===== src/rtl/rs_enc_lfsr.sv =====
// Systematic RS(MSG_LEN+4, MSG_LEN) encoder over GF(2^8) (poly 0x11D, alpha 0x02, t=2).
// Define RS_ENC_ABORT_EN to add the enc_abort input, which discards the codeword in flight.
module rs_enc_lfsr #(
    parameter int MSG_LEN = 251
) (
    input  logic       clk,
    input  logic       rst,
`ifdef RS_ENC_ABORT_EN
    input  logic       enc_abort,
`endif
    input  logic       msg_valid,
    input  logic [7:0] msg_data,
    output logic       msg_ready,
    output logic       cw_valid,
    output logic [7:0] cw_data,
    output logic       cw_parity,
    output logic       cw_last
);
    localparam int DATA_W = 8;
    localparam logic [DATA_W-1:0] G3       = 8'h0F;
    localparam logic [DATA_W-1:0] G2       = 8'h36;
    localparam logic [DATA_W-1:0] G1       = 8'h78;
    localparam logic [DATA_W-1:0] G0       = 8'h40;
    localparam logic [7:0]        LAST_CNT = 8'(MSG_LEN - 1);

    typedef enum logic [1:0] {
        IDLE,
        MSG,
        PAR
    } state_t;

    state_t                 r_state, w_state_nxt;
    logic [7:0]             r_cnt, w_cnt_nxt;
    logic [1:0]             r_pcnt, w_pcnt_nxt;
    logic [3:0][DATA_W-1:0] r_par, w_par_nxt;
    logic [DATA_W-1:0]      r_cw_data_p1, w_cw_data;
    logic                   r_cw_vld_p1, w_cw_vld;
    logic                   r_cw_par_p1, w_cw_par;
    logic                   r_cw_last_p1, w_cw_last;
    logic                   w_abort;
    logic                   w_clear;
    logic                   w_accept;
    logic [DATA_W-1:0]      w_fb;

    // Shift-and-add multiply; with a constant operand this folds to an XOR network.
    function automatic logic [DATA_W-1:0] gf_mul(input logic [DATA_W-1:0] a,
                                                 input logic [DATA_W-1:0] b);
        logic [DATA_W-1:0] acc;
        logic [DATA_W-1:0] sh;
        acc = '0;
        sh  = a;
        for (int i = 0; i < DATA_W; i++) begin
            if (b[i]) acc = acc ^ sh;
            sh = {sh[DATA_W-2:0], 1'b0} ^ (sh[DATA_W-1] ? 8'h1D : 8'h00);
        end
        return acc;
    endfunction

`ifdef RS_ENC_ABORT_EN
    assign w_abort = enc_abort;
`else
    assign w_abort = 1'b0;
`endif

    assign w_clear   = rst | w_abort;
    assign msg_ready = ~rst & (r_state != PAR);
    assign w_accept  = msg_valid & msg_ready & ~w_abort;
    assign w_fb      = msg_data ^ r_par[3];

    always_comb begin
        w_state_nxt = r_state;
        w_cnt_nxt   = r_cnt;
        w_pcnt_nxt  = r_pcnt;
        w_par_nxt   = r_par;
        w_cw_vld    = 1'b0;
        w_cw_data   = r_cw_data_p1;
        w_cw_par    = 1'b0;
        w_cw_last   = 1'b0;
        case (r_state)
            // IDLE always holds cnt=0, so it shares the message path with MSG.
            IDLE, MSG: begin
                if (w_accept) begin
                    w_par_nxt[3] = r_par[2] ^ gf_mul(w_fb, G3);
                    w_par_nxt[2] = r_par[1] ^ gf_mul(w_fb, G2);
                    w_par_nxt[1] = r_par[0] ^ gf_mul(w_fb, G1);
                    w_par_nxt[0] = gf_mul(w_fb, G0);
                    w_cnt_nxt    = r_cnt + 8'd1;
                    w_cw_vld     = 1'b1;
                    w_cw_data    = msg_data;
                    w_state_nxt  = (r_cnt == LAST_CNT) ? PAR : MSG;
                end
            end
            PAR: begin
                w_cw_vld   = 1'b1;
                w_cw_data  = r_par[3];
                w_cw_par   = 1'b1;
                w_cw_last  = (r_pcnt == 2'd3);
                w_par_nxt  = {r_par[2:0], 8'h00};
                w_pcnt_nxt = r_pcnt + 2'd1;
                if (r_pcnt == 2'd3) begin
                    w_state_nxt = IDLE;
                    w_cnt_nxt   = 8'd0;
                    w_pcnt_nxt  = 2'd0;
                    w_par_nxt   = '0;
                end
            end
            default: begin
                w_state_nxt = IDLE;
            end
        endcase
    end

    // Stage p1: registered codeword output, one cycle after accept / parity shift.
    always_ff @(posedge clk) begin
        if (w_clear) begin
            r_state      <= IDLE;
            r_cnt        <= 8'd0;
            r_pcnt       <= 2'd0;
            r_par        <= '0;
            r_cw_vld_p1  <= 1'b0;
            r_cw_data_p1 <= '0;
            r_cw_par_p1  <= 1'b0;
            r_cw_last_p1 <= 1'b0;
        end else begin
            r_state      <= w_state_nxt;
            r_cnt        <= w_cnt_nxt;
            r_pcnt       <= w_pcnt_nxt;
            r_par        <= w_par_nxt;
            r_cw_vld_p1  <= w_cw_vld;
            r_cw_data_p1 <= w_cw_data;
            r_cw_par_p1  <= w_cw_par;
            r_cw_last_p1 <= w_cw_last;
        end
    end

    assign cw_valid  = r_cw_vld_p1;
    assign cw_data   = r_cw_data_p1;
    assign cw_parity = r_cw_par_p1;
    assign cw_last   = r_cw_last_p1;

endmodule


===== config.mk =====
export PLATFORM = sky130hd
export DESIGN_NAME = rs_enc_lfsr
export DESIGN_NICKNAME = d
export VERILOG_FILES = /design/src/rtl/rs_enc_lfsr.sv
export SDC_FILE = /design/constraint.sdc
export NUM_CORES = 1
export LEC_CHECK = 0
export ABC_AREA = 1
export CAP_MARGIN = 5
export CORE_ASPECT_RATIO = 0.7
export CORE_MARGIN = 8
export CORE_UTILIZATION = 28
export CTS_BUF_LIST = sky130_fd_sc_hd__clkbuf_8
export CTS_CLUSTER_DIAMETER = 120
export DETAILED_ROUTE_END_ITERATION = 10
export PLACE_DENSITY = 0.54
export SYNTH_ARGS = -nofsm -noshare
export SYNTH_HDL_FRONTEND = slang
export SYNTH_SLANG_ARGS = --single-unit

===== constraint.sdc =====
create_clock -name clk -period 2.4 [get_ports clk]
set_clock_uncertainty 0.15 [all_clocks]
set_input_delay 0.48 -clock clk [delete_from_list [all_inputs] [get_ports clk]]
set_output_delay 0.48 -clock clk [all_outputs]
set_load 0.01 [all_outputs]

# Word-level counts from Yosys, hierarchy flattened
# Index checks and enable logic that the tools add are counted.
# word_totals
reg_bits,55
in_bits,11
out_inout_bits,12
word_cells,96
# op_classes
addsub,2
n_eq_ne,7
n_mux,46
bitwise,23
n_reduce_logical,7
# ops
op,n
two-way mux 8 bit,27
bitwise XOR 8 bit,13
two-way mux 32 bit,2
case mux 32 bit (2 select lines),1
bitwise XOR 8 x 5 -> 8 bit,6
case mux 8 bit (2 select lines),2
two-way mux 5 bit,6
adder 8 x 1 -> 8 bit (second input constant),1
equality test 8 bit (second input constant),1
two-way mux 2 bit,4
inequality test 2 bit (second input constant),3
equality test 2 bit (second input constant),2
case mux 2 bit (2 select lines),1
AND reduction 2 bit,2
OR reduction 2 bit,2
AND reduction 3 bit,1
adder 2 x 1 -> 2 bit (second input constant),1
bitwise AND 1 bit,2
equality test 2 x 1 -> 1 bit (second input constant),1
zero test 2 bit,1
two-way mux 1 bit,2
NOT 1 bit,2
case mux 1 bit (2 select lines),1
nonzero test 2 bit,1

# Depth between registers and ports, before layout
# Gate-level depths: netlist of the first run.
# logic_depth
ltp_word,21
mapped_depth,16
mapped_depth_nobuf,16

# Worst setup path after synthesis of the first run
# No wires, ideal clock.
# synth_path
path_type,input-to-reg
from,input rst
to,register r_par[13] in the netlist's numbering
setup_ps,56
arrival_time_ps,1875
required_time_ps,2194
path_slack_ps,319
stages,13
n_path_buf,2
cell_sequence,clkbuf_1 > nor2_1 > nand2_1 > nor2_2 > nor2_1 > buf_2 > nor2_2 > inv_1 > nor2_1 > nand2_1 > nand3_1 > nand2_1 > inv_1
# synth_via
elab_chain_len,5
# synth_rtl
element,line,source
start: declaration,7,"input logic rst,"
NOT 1 bit,66,assign msg_ready = ~rst & (r_state != PAR);
bitwise AND 1 bit,66,
via msg_ready,13,"output logic msg_ready,"
bitwise AND 1 bit,67,assign w_accept = msg_valid & msg_ready & ~w_abort;
inequality test 2 bit (no source line),-,
AND reduction 2 bit (no source line),-,
end signal: assignment,128,r_par <= w_par_nxt;
end: declaration,35,"logic [3:0][DATA_W-1:0] r_par, w_par_nxt;"
# The timed path passes the listed nets, and every way through them passes these cells.
# A chain may end at the register's enable or synchronous reset.

# Final worst setup path of the first run
# layout_path
from,register r_state[1]
to,output msg_ready
# layout_via
elab_chain_len,2
# layout_rtl
element,line,source
start: declaration,32,"state_t r_state, w_state_nxt;"
start signal: assignment,125,r_state <= w_state_nxt;
inequality test 2 bit,66,
bitwise AND 1 bit,66,
end: declaration,13,
# No other way between the ends.

==> results of run 1 <==
[timing repair]
item                                    4_1_cts  5_1_grt
endpoints found under the hold margin         0        0
gates resized for setup                       4       22
endpoints found under the setup margin        6       18
pin swaps                                     0        2
[layout make-up]
class                           count  area, µm²
Fill cell                        1214       7260
Inverter                           58        219
Multi-Input combinational cell    378       2030
Clock inverter                      2       37.5
Tap cell                          157        196
Timing Repair Buffer               91        767
Clock buffer                        5       68.8
Sequential cell                    55       1100
[layer usage]
| metal | global-route usage | share of wire | vias up |
|---|---|---|---|
| met5 | 0 | 0 | - |
| met4 | 0.0220 | 0.0064 | 0 |
| met3 | 0.0290 | 0.057 | 7 |
| met2 | 0.197 | 0.39 | 82 |
| met1 | 0.195 | 0.54 | 1575 |
| li1 | - | - | 1798 |
[flip-flops by register name, summed over array words and instances (netlist names)]
register	cells
cw_last	1
cw_data	8
r_pcnt	2
cw_valid	1
cw_parity	1
r_cnt	8
r_par	32
r_state	2
[where the power goes]
part | switching [W] | internal (W)
clock network | 0.000329 | 0.000306
registers | 0.000118 | 0.00105
logic | 0.00133 | 0.00103
total | 0.00178 | 0.00239
[cell usage after synthesis, types with 4 or more instances]
| cell | count |
|---|---|
| or2_2 | 4 |
| a31oi_1 | 5 |
| o21ai_1 | 5 |
| nor2_1 | 30 |
| a21oi_1 | 13 |
| xnor2_1 | 6 |
| buf_2 | 6 |
| o22ai_1 | 9 |
| nand2_1 | 171 |
| o21ai_0 | 16 |
| nand4_1 | 11 |
| clkbuf_1 | 4 |
| xor2_1 | 12 |
| nor3_1 | 4 |
| inv_1 | 52 |
| nand2_2 | 11 |
| dfxtp_1 | 55 |
| nand3_1 | 46 |
| a22oi_1 | 4 |
[how the worst max path moves through the flow]
stage	startpoint	endpoint	depth (start not counted)
after floorplan	rst	r_par[13]	13
after global placement	msg_data[6]	r_par[13]	16
after detailed placement	msg_data[6]	r_par[13]	16
after CTS	msg_data[7]	r_par[13]	16
after global routing	msg_data[4]	r_par[21]	10
final	r_state[1]	msg_ready	5
[through the flow]
| step | utilization | area (µm²) | setup slack (ns) | setup TNS (ns) | total power [W] |
|---|---|---|---|---|---|
| detailed placement | 0.362 | 4230 | -0.483 | -7.30 | 0.00346 |
| global placement | 0.362 | 4230 | -0.464 | -6.42 | 0.00345 |
| floorplan | - | 3340 | 0.319 | 0 | 0.00259 |
| finish | 0.379 | 4420 | 0.144 | 0 | 0.00417 |
| CTS | 0.372 | 4350 | 0.0219 | 0 | 0.00412 |
| global route | 0.379 | 4420 | 0.0168 | 0 | 0.00452 |
[worst reg2reg max path: stages, from the launching register on]
cell	delay [ns]
dfxtp_1	0.36
inv_1	0.06
nor2_1	0.20
buf_4	0.27
nand2_1	0.15
inv_1	0.14
nor2_1	0.11
nor2_1	0.17
inv_1	0.08
o21bai_1	0.14
nor3b_1	0.22
[cells by family (layout without fill, tap and decap cells)]
family                   Yosys count  after routing  synth area share
XOR/XNOR                          24             24            0.0865
AO/OA/AOI/OAI                     62             62             0.111
buffers and inverters             69            156            0.0824
AND/OR/NAND/NOR                  289            289             0.380
flip-flops                        55             55             0.329
adder cells (fa/ha/maj)            3              3            0.0112
==> results.md, run 1 <==
Status:
- The flow ran to the end, and the final reports show no timing, DRC or antenna violations.

Critical path:
- The slowest stage of the critical path belongs to the cell clkdlybuf4s50_1.
- The arrival time reported for the critical path endpoint is ~1.6 ns.
- The longest individual stage delay on the worst path is approximately 0.47 ns.
- The start of the worst register-to-register path is r_state[1].
- The kind of cell with the highest combined delay on the critical path is buffers and inverters.
- The number of buffers and inverters on the critical path is 3.
- STA puts the critical path data required time at roughly 1.8 ns.
- Walking the worst path, the cells encountered are inv_1 > nor2_1 > nor2_2 > buf_4 > clkdlybuf4s50_1.
- The setup path with the least slack is of type register to output pin.
- Across all register-to-register paths, the minimum setup slack is around 0.28 ns.
- The endpoint class of the critical path is an output pin.
- The endpoint of the most critical register-to-register path is r_cnt[5].
- The number of cells on the worst reg-to-reg path is 10.
- Of all nets on the critical path, the largest fanout is 3.
- The worst setup path is launched from a register.

Clock network:
- Clock tree synthesis inserted a total of 5 buffers.
- The clock passes through at most 2 buffers.
- For this design, the CTS-stage hold fixing added 0 buffers.
- The TritonCTS sink count is between 50 and 60.
- TritonCTS built the clock tree.
- The clock-pin slew on the worst setup and hold paths is 0.10 ns.
- The latest clock arrival within the worst-skew pair is between 0.3 and 0.4 ns.
- The cell at the root of the clock tree is clkbuf_8.
- The H-tree was split into 2 levels.
- In this run the post-CTS setup repair buffer count came out at 0.

Drt:
- The via density per instance is around 4.6.
- In this run, the number of DRC markers left after iteration 0 of detailed routing was 220.
- Summed over all layers, the routed wires come to around 10000 µm.
- The number of design rule violations left after detail routing is 0.
- The iteration count of the initial detailed-routing pass is 5.
- The count of nets left with antenna violations after detail routing is 0.
- In the final routed layout, each cell accounts on average for 13.7 µm.
- The routed layout has 3462 vias.

Layout:
- The top cell types in the final layout, fill and taps aside, are nand2_1, buf_4, dfxtp_1.
- In the final design database the tool counted about 600 nets.
- The number of standard cells in the layout, taps in and fillers out is roughly 750.
- The most common cell after layout, fill and taps aside is nand2_1.
- Relative to the synthesized area, the layout overhead comes to 32.3%.
- In the final layout, the share of cells above drive strength 1 is 0.212.
- The repair_antennas step left the layout with diodes totalling 0.

Global route:
- The number of antenna violations at the first check in global routing was 0.
- The first global-routing pass estimated between 15000 and 20000 µm of wire.
- For this run, the total global-route usage over all layers was measured as 0.133.
- The via count of the first global-routing pass was 3314.
- Entering global routing, the biggest net connects 26 pins.
- The global-route congestion overflow total is 0.

Logic synthesis:
- After synthesis, the cell types taking the most area are dfxtp_1, nand2_1, nand3_1.
- The count of unique library cells instantiated by Yosys is 40.
- The netlist area before placement is between 3000 and 4000 µm².
- Of all cell types, the one taking the most synthesized area is dfxtp_1.
- The share of synthesized area in the top cell type comes to 0.329.
- Counting flops with an async set or reset pin after synthesis yields a share of 0.
- The leading register cell type out of synthesis is dfxtp_1.
- The synthesized design contains 0 enable-type register cells.
- The synthesized design contains 55 register bits.
- For this run, the number of Yosys warnings is 0.
- After synthesis, the mean cell area works out to about 6.7 µm².
- The synthesized net count is 516.
- For this run, the register share of the synthesized area comes to 0.329.
- Synthesis handed over a netlist of around 500 instances.

Placed design:
- The last weighted congestion value of the routability-driven placer is between 0.9 and 1.
- Once placement completed, the tool counted placed cells totaling ~740.
- The HPWL after detailed placement is ~8100 µm.
- The number of buffers added on ports is 22.

Hold path:
- The end point of the worst hold path is r_par[18].
- The number of stages on the worst hold path is 2.
- The hold path startpoint is r_par[18].
- The path class of the lowest-slack min-delay path is register to register.

STA:
- The maximum frequency from static timing analysis is approximately 440 MHz.
- The number of endpoints failing setup at the final stage is 0.
- The number of slew-limit violations in the final report came to 0.
- Setup repair after global routing left no endpoint under its margin.
- The number of endpoints with negative hold slack in the final report is 0.
- Measured against its own limit, the worst slew margin works out to 0.552.
- On the final layout, the worst hold slack is about 0.3 ns.
- For the pin with the worst max-slew slack, the measured transition is about 0.67 ns.
- Dividing the final minimum period by the clock period gives 0.940.
- The worst path in the final design needs a cycle of between 2 and 2.5 ns, including I/O delays and setup.

Floorplan:
- The floorplan step set the die width to roughly 150 µm.
- The area of the die is about 16000 µm².
- In this run the count of I/O pins placed on the die edge is 23.
- For this configuration, the core starts out at a cell density of 0.286.
- The floorplan step set the die height to 107 µm.
- In this run the standard cell core region covers 11700 µm².
- Row generation in the floorplan step produced 33 rows.

Pwr:
- The leakage power figure is 2.08 nW.
- VDD sags by at most around 0.00032 V.
- Dividing total power by cell area gives a power density of ~940 nW/µm².

Job:
- The max capacitance violation total is 0.
No activity file was read; power rests on OpenSTA's default activity.
==> inputs of run 2 (changes only) <==
Settings changed: CELL_PAD_IN_SITES_DETAIL_PLACEMENT set to 1, CELL_PAD_IN_SITES_GLOBAL_PLACEMENT set to 1, CORE_UTILIZATION 28 to 44, PLACE_DENSITY 0.54 to 0.92.
==> run 2 against run 1 <==
  * The run now ends with setup timing left
  * Non-clock buffer count is 7 higher
  * Sequential power is 6% higher
  * Wire length is 110% higher
  * Die area is 32% lower
  * Setup slack worse by 0.42 ns
  * First-iteration DRC count grew to 3.4 times the previous value
  * Final cell count is 6.8% lower
  * Sequential share of layout area is 0.42 points lower
  * Register-to-register slack worse by 0.56 ns
  * Critical path depth is 7 higher
  * Total power is 20% higher
  * Clock power is 2% lower
  * Largest cell class unchanged
==> results.md, run 2 (synthesis gave the netlist of run 1 again) <==
Status:
- The run finished, with violations left.
- The final reports fail on setup timing.

Placed design:
- The last weighted congestion value of the routability-driven placer is 0.948 (+3.0%).
- The half-perimeter wire length after placement came to 11100 µm (+37%).
- The pre-CTS setup slack is -0.512 ns (-0.0293 ns).
- The number of buffers added on ports is 22 (unchanged).

Floorplan:
- The number of rows in the core area is 26 (-21%).
- The top-level I/O count is 23 (unchanged).
- The area of the die is 10700 µm² (-32%).
- The die span in y is 88.9 µm (-17%).
- The effective utilization at floorplan is 0.457 (+0.171).
- The area of the core is 7320 µm² (-37%).
- The width of the die came to 120 µm (-18%).

Clock network:
- The cell at the root of the clock tree is clkbuf_8.
- The number of buffers created by CTS was 5 (unchanged).
- TritonCTS built the clock tree.
- The TritonCTS sink count is 55 (unchanged).
- The maximum level of the CTS H-tree was 2 (unchanged).
- The clock-pin slew on the worst setup and hold paths came to 0.14 ns (+0.04 ns).
- The latest clock arrival within the worst-skew pair was 0.36 ns (+0.04 ns).
- The worst-case clock buffer depth is 2 (unchanged).

Critical path:
- The largest fanout on the critical path is 6 (+3).
- In this run the critical register-to-register path is launched from r_par[31].
- The arrival time reported for the critical path endpoint was 2.77 ns (+1.14 ns).
- The endpoint class of the critical path is a register.
- The data required time of the worst path is 2.49 ns (+0.72 ns).
- The startpoint class of the critical path is a register.
- The setup path with the least slack is of type register to register.
- The start point of the critical path is r_par[31].

Pwr:
- The power density normalized to cell area came to 1100 nW/µm² (+17%).
- The leakage power figure was 2.12 nW (+2.0%).
- The total power of the final layout is 0.00500 W (+20%).
- The maximum resistive drop on vdd is 0.000672 V (+110%).

STA:
- The worst max-slew margin expressed relative to the limit came to 0.566 (+0.0147).
- The number of endpoints with negative hold slack in the final report is 0 (unchanged).
- The actual transition at the worst max-transition pin is 0.644 ns (-0.0218 ns).
- The maximum frequency from static timing analysis was 374 MHz (-16%).
- The final worst setup slack is -0.276 ns (-0.420 ns).
- The number of endpoints failing setup at the final stage is 16 (+16).
- The minimum period implied by the final worst setup slack was 2.68 ns (+0.420 ns).
- The final cycle utilization of the critical path came to 1.12 (+0.175).
- The number of slew-limit violations in the final report is 0 (unchanged).

Global route:
- The number of antenna violations at the first check in global routing is 1 (+1).
- The maximum number of pins on one net before global-route repair is 23 (-12%).
- The global-route congestion overflow total was 0 (unchanged).
- The wire length of the first global-routing pass came to 29500 µm (+74%).
- The via count of the first global-routing pass came to 4830 (+46%).
- The combined global-route utilization of all metal layers is 0.372 (+0.239).

Layout:
- The most common cell after layout, fill and taps aside is nand2_1.
- In the layout the commonest cells are nand2_1, buf_4, dfxtp_1.
- The final antenna diode count is 0 (unchanged).
- The register with the most flip-flops is r_par.
- The final cell utilization of the core is 0.620 (+0.242).
- The fraction of final layout cells with drive strength greater than 1 came to 0.281 (+0.0692).
- The layout-stage area growth over the synthesis result is 35.8%.
- The number of flip-flops under the largest register name was 32 (unchanged).
- The register cell area after layout is 1110 µm² (+0.91%).
- The filler cell count in the final layout was 949 (-22%).
- The footprint of the multi-input gates is 2170 µm² (+6.7%).
- The number of nets in the final layout is 610 (+1.2%).

Drt:
- The number of design rule violations left after detail routing is 0 (unchanged).
- The via count is 4859 (+40%).
- The routed wirelength normalized by instance count is 31.3 µm (+130%).
- The iteration count of the initial detailed-routing pass is 6 (+1).
- The count of nets left with antenna violations after detail routing is 0 (unchanged).
- The final routed wirelength across all metal layers was 21800 µm (+110%).
- The number of DRC markers in iteration 0 is 752 (+240%).
- The via density per instance came to 6.99 (+51%).

Hold path:
- The path class of the tightest hold or removal check is primary input to register.
- The startpoint identified for the worst hold timing path is msg_data[7].

Job:
- The max capacitance violation total came to 0 (unchanged).
-- run 2: changes by cell type in the layout (fill, tap and decap cells not counted), sizes merged --
| cell | before | now |
|---|---|---|
| buf | 69 | 76 |
| dlymetal6s2s | 7 | 4 |
| clkbuf | 5 | 7 |
| dlygate4sd2 | 1 | 3 |
| bufinv | 1 | 0 |
| clkdlybuf4s50 | 14 | 13 |
| clkinvlp | 1 | 2 |
| inv | 55 | 56 |
-- run 2: layer usage --
metal	track usage	routed length, µm
met1	0.425	7460
met2	0.605	8900
met3	0.0991	3420
met4	0.269	1960
met5	0	13
-- run 2: worst max-delay path: stages (launching register included) --
cell and delay (ns):
dfxtp_4 0.40, inv_2 0.06, nand2_1 0.12, nand2_4 0.11, buf_4 0.16, nand2_1 0.12, nand2_2 0.13, nand2_1 0.20
nand2_1 0.15, buf_4 0.18, nand2_1 0.24, nand3_1 0.16, o311ai_0 0.37
-- run 2: path summary, 6_finish.rpt --
kind	cells past startpoint	endpoint	slack, ns
setup / recovery	12	r_par[11]	-0.28
setup reg to reg	12	r_par[11]	-0.28
hold / removal	3	cw_data[7]	0.30
hold reg to reg	2	cw_data[2]	0.34
-- run 2: cell type report --
cell class / count / area share
tap: 98 / 0.0270
timing repair buffer: 98 / 0.182
sequential: 55 / 0.245
clock inverter: 3 / 0.00524
multi-input combinational: 378 / 0.478
inverter: 58 / 0.0482
clock buffer: 5 / 0.0152
-- run 2: what timing repair did --
action,CTS,global route
pin swaps,2,11
gates resized for setup,29,52
endpoints found under the setup margin,43,45
hold buffers,0,0
buffers inserted,0,5
-- run 2: where the power goes --
group	internal, W	switching [W]	total [W]
clock network	0.000211	0.000409	0.000620
logic	0.00111	0.00204	0.00314
registers	0.00106	0.000176	0.00124
-- run 2: metrics by stage --
step / hold slack [ns] / cell area, µm² / std cells / setup TNS [ns]
2_1_floorplan: 0.276 / 3340 / 502 / 0
3_3_place_gp: 0.287 / 4190 / 682 / -6.55
3_5_place_dp: 0.290 / 4190 / 682 / -15.39
4_1_cts: 0.315 / 4360 / 690 / 0
5_1_grt: 0.311 / 4540 / 695 / -1.90
6_report: 0.303 / 4540 / 695 / -1.80
==> patch (flow settings as in run 1) <==
Encoding of `state_t`: now one-hot (3 bits for 3 states).
--- a/src/rtl/rs_enc_lfsr.sv
+++ b/src/rtl/rs_enc_lfsr.sv
@@ -25,6 +25,6 @@
 
-    typedef enum logic [1:0] {
-        IDLE,
-        MSG,
-        PAR
+    typedef enum logic [2:0] {
+        IDLE = 3'b001,
+        MSG  = 3'b010,
+        PAR  = 3'b100
     } state_t;
Function: no difference found for any inputs over 10 cycles, from zero or initial values and one cycle with rst high; not proved beyond that.
==> patch against run 1 <==
Die area is 6.3% higher; critical path depth is 8 higher; routed wire length is 14% higher; worst setup slack better by 15 ps; sequential cell count is 1 higher; synthesized cell count is 15% higher; sequential share of layout area is 0.62 points lower; synthesized area is 7.3% higher; first-iteration DRC count is 24% higher; hold slack better by 18 ps; global-route usage is 1.1 points higher; total power is 19% lower; cell area is 4.4% higher; critical path type is now input port to flop.
==> patch: results (changes against run 1) <==
* Status: complete, no violations
* Switching Share at 42.3% (-0.36 points)
* Vias in the first global route at 3728 (+12%)
* Sequential power share at 33.2% (+5.1 points)
* Largest net degree at the start of global routing at 33 (+27%)
* Place WS at -350 ps (+132 ps)
* Final #Nets at 667 (+11%)
* CP arrival at 2370 ps (+740 ps)
* Detailed Place HPWL at 8870 µm (+9.5%)
* Sequential fraction of the synthesis area at 31.3% (-1.7 points)
* # port buffers at 22 (unchanged)
* GPL Wtd Cong at 0.945 (+2.7%)
* Layout cells sized above 1 at 18.2% (-3.0 points)
* Reg2Reg Depth at 12 (+2)
* Global Route Usage Sum at 14.4% (+1.1 points)
* Slew headroom at 74.4% (+19 points)
* Async SR Flop Fraction at 0% (unchanged)
* H-Tree Depth at 2 (unchanged)
* Met1 Usage GRT at 22.4% (+2.9 points)
* Hold Crit Class: flop to flop
* Power density over the cells at 732 nW/µm² (-22%)
* Met3 global-route usage at 3.14% (+0.24 points)
* DRT met1 WL at 6060 µm (+9.3%)
* DP Area at 4420 µm² (+4.5%)
* Clk pwr at 0.551 mW (-13%)
* Area contributors post-synth: dfxtp_1, nand2_1, a21oi_1
* Routed length on met3 at 959 µm (+66%)
* DRT iter0 DRCs at 272 (+24%)
* Netlist cell types at 33 (-18%)
* Worst hold path depth at 2 (unchanged)
* Drt wl/cell at 14.2 µm (+3.9%)
* Synth Area in Compound Gates at 15.3% (+4.2 points)
* CP max stage delay at 530 ps (+60 ps)
* Wire length of the first global-routing pass at 19500 µm (+15%)
* Net count after synthesis at 591 (+15%)
* Placed Cells at 808 (+9.3%)
* Crit path max fanout at 5 (+2)
* Mean number of vias per cell at 4.70 (+1.4%)
* Synth Area in XOR/XNOR at 7.78% (-0.86 points)
* Synth Instances at 577 (+15%)
* Fillcell total at 1338 (+10%)
* P_leak at 2.27 nW (+9.2%)
* Met2 GRT Util at 19.7% (about the same)
* Max FFs per register at 32 (unchanged)
* Synth Area in Adders at 1.05% (-0.076 points)
* Met2 wire length at 4490 µm (+12%)
* Peak VDD IR at 0.000283 V (-12%)
* Post-synth top cells: nand2_1, inv_1, dfxtp_1, a21oi_1, nand3_1
* CTS root buffer: clkbuf_8
* WL final at 11600 µm (+14%)
patch: changes by cell type after synthesis, moves of 5 or more:
cell / delta
a21oi_1: +38
o22ai_1: -8
nor2_1: -11
nand2_1: +49
clkbuf_1: +6
o21ai_0: +19
nand4_1: -7
nand3_1: -7
xor2_1: +11
inv_1: +5
patch: area by class of cell:
class | instances | area (µm²) | share of cell area, %
multi-input cells | 446 | 2270 | 49.2
repair buffers | 83 | 701 | 15.2
flip-flops and latches | 56 | 1120 | 24.3
clock buffers | 5 | 68.8 | 1.49
well taps | 162 | 203 | 4.39
clock inverters | 3 | 20.0 | 0.433
inverters | 61 | 231 | 5.01
patch: repair_timing:
item,in CTS,in global routing
cloned,0,0
pin swaps,0,2
setup endpoints to repair,2,19
resized for setup,1,28
patch: final timing paths:
check | startpoint | to | slack [ps]
worst max-delay path | msg_data[0] | r_par[18] | 160
worst min register to register | r_par[0] | r_par[0] | 320
worst max register to register | r_par[29] | r_par[13] | 410
worst min-delay path | r_par[0] | r_par[0] | 320
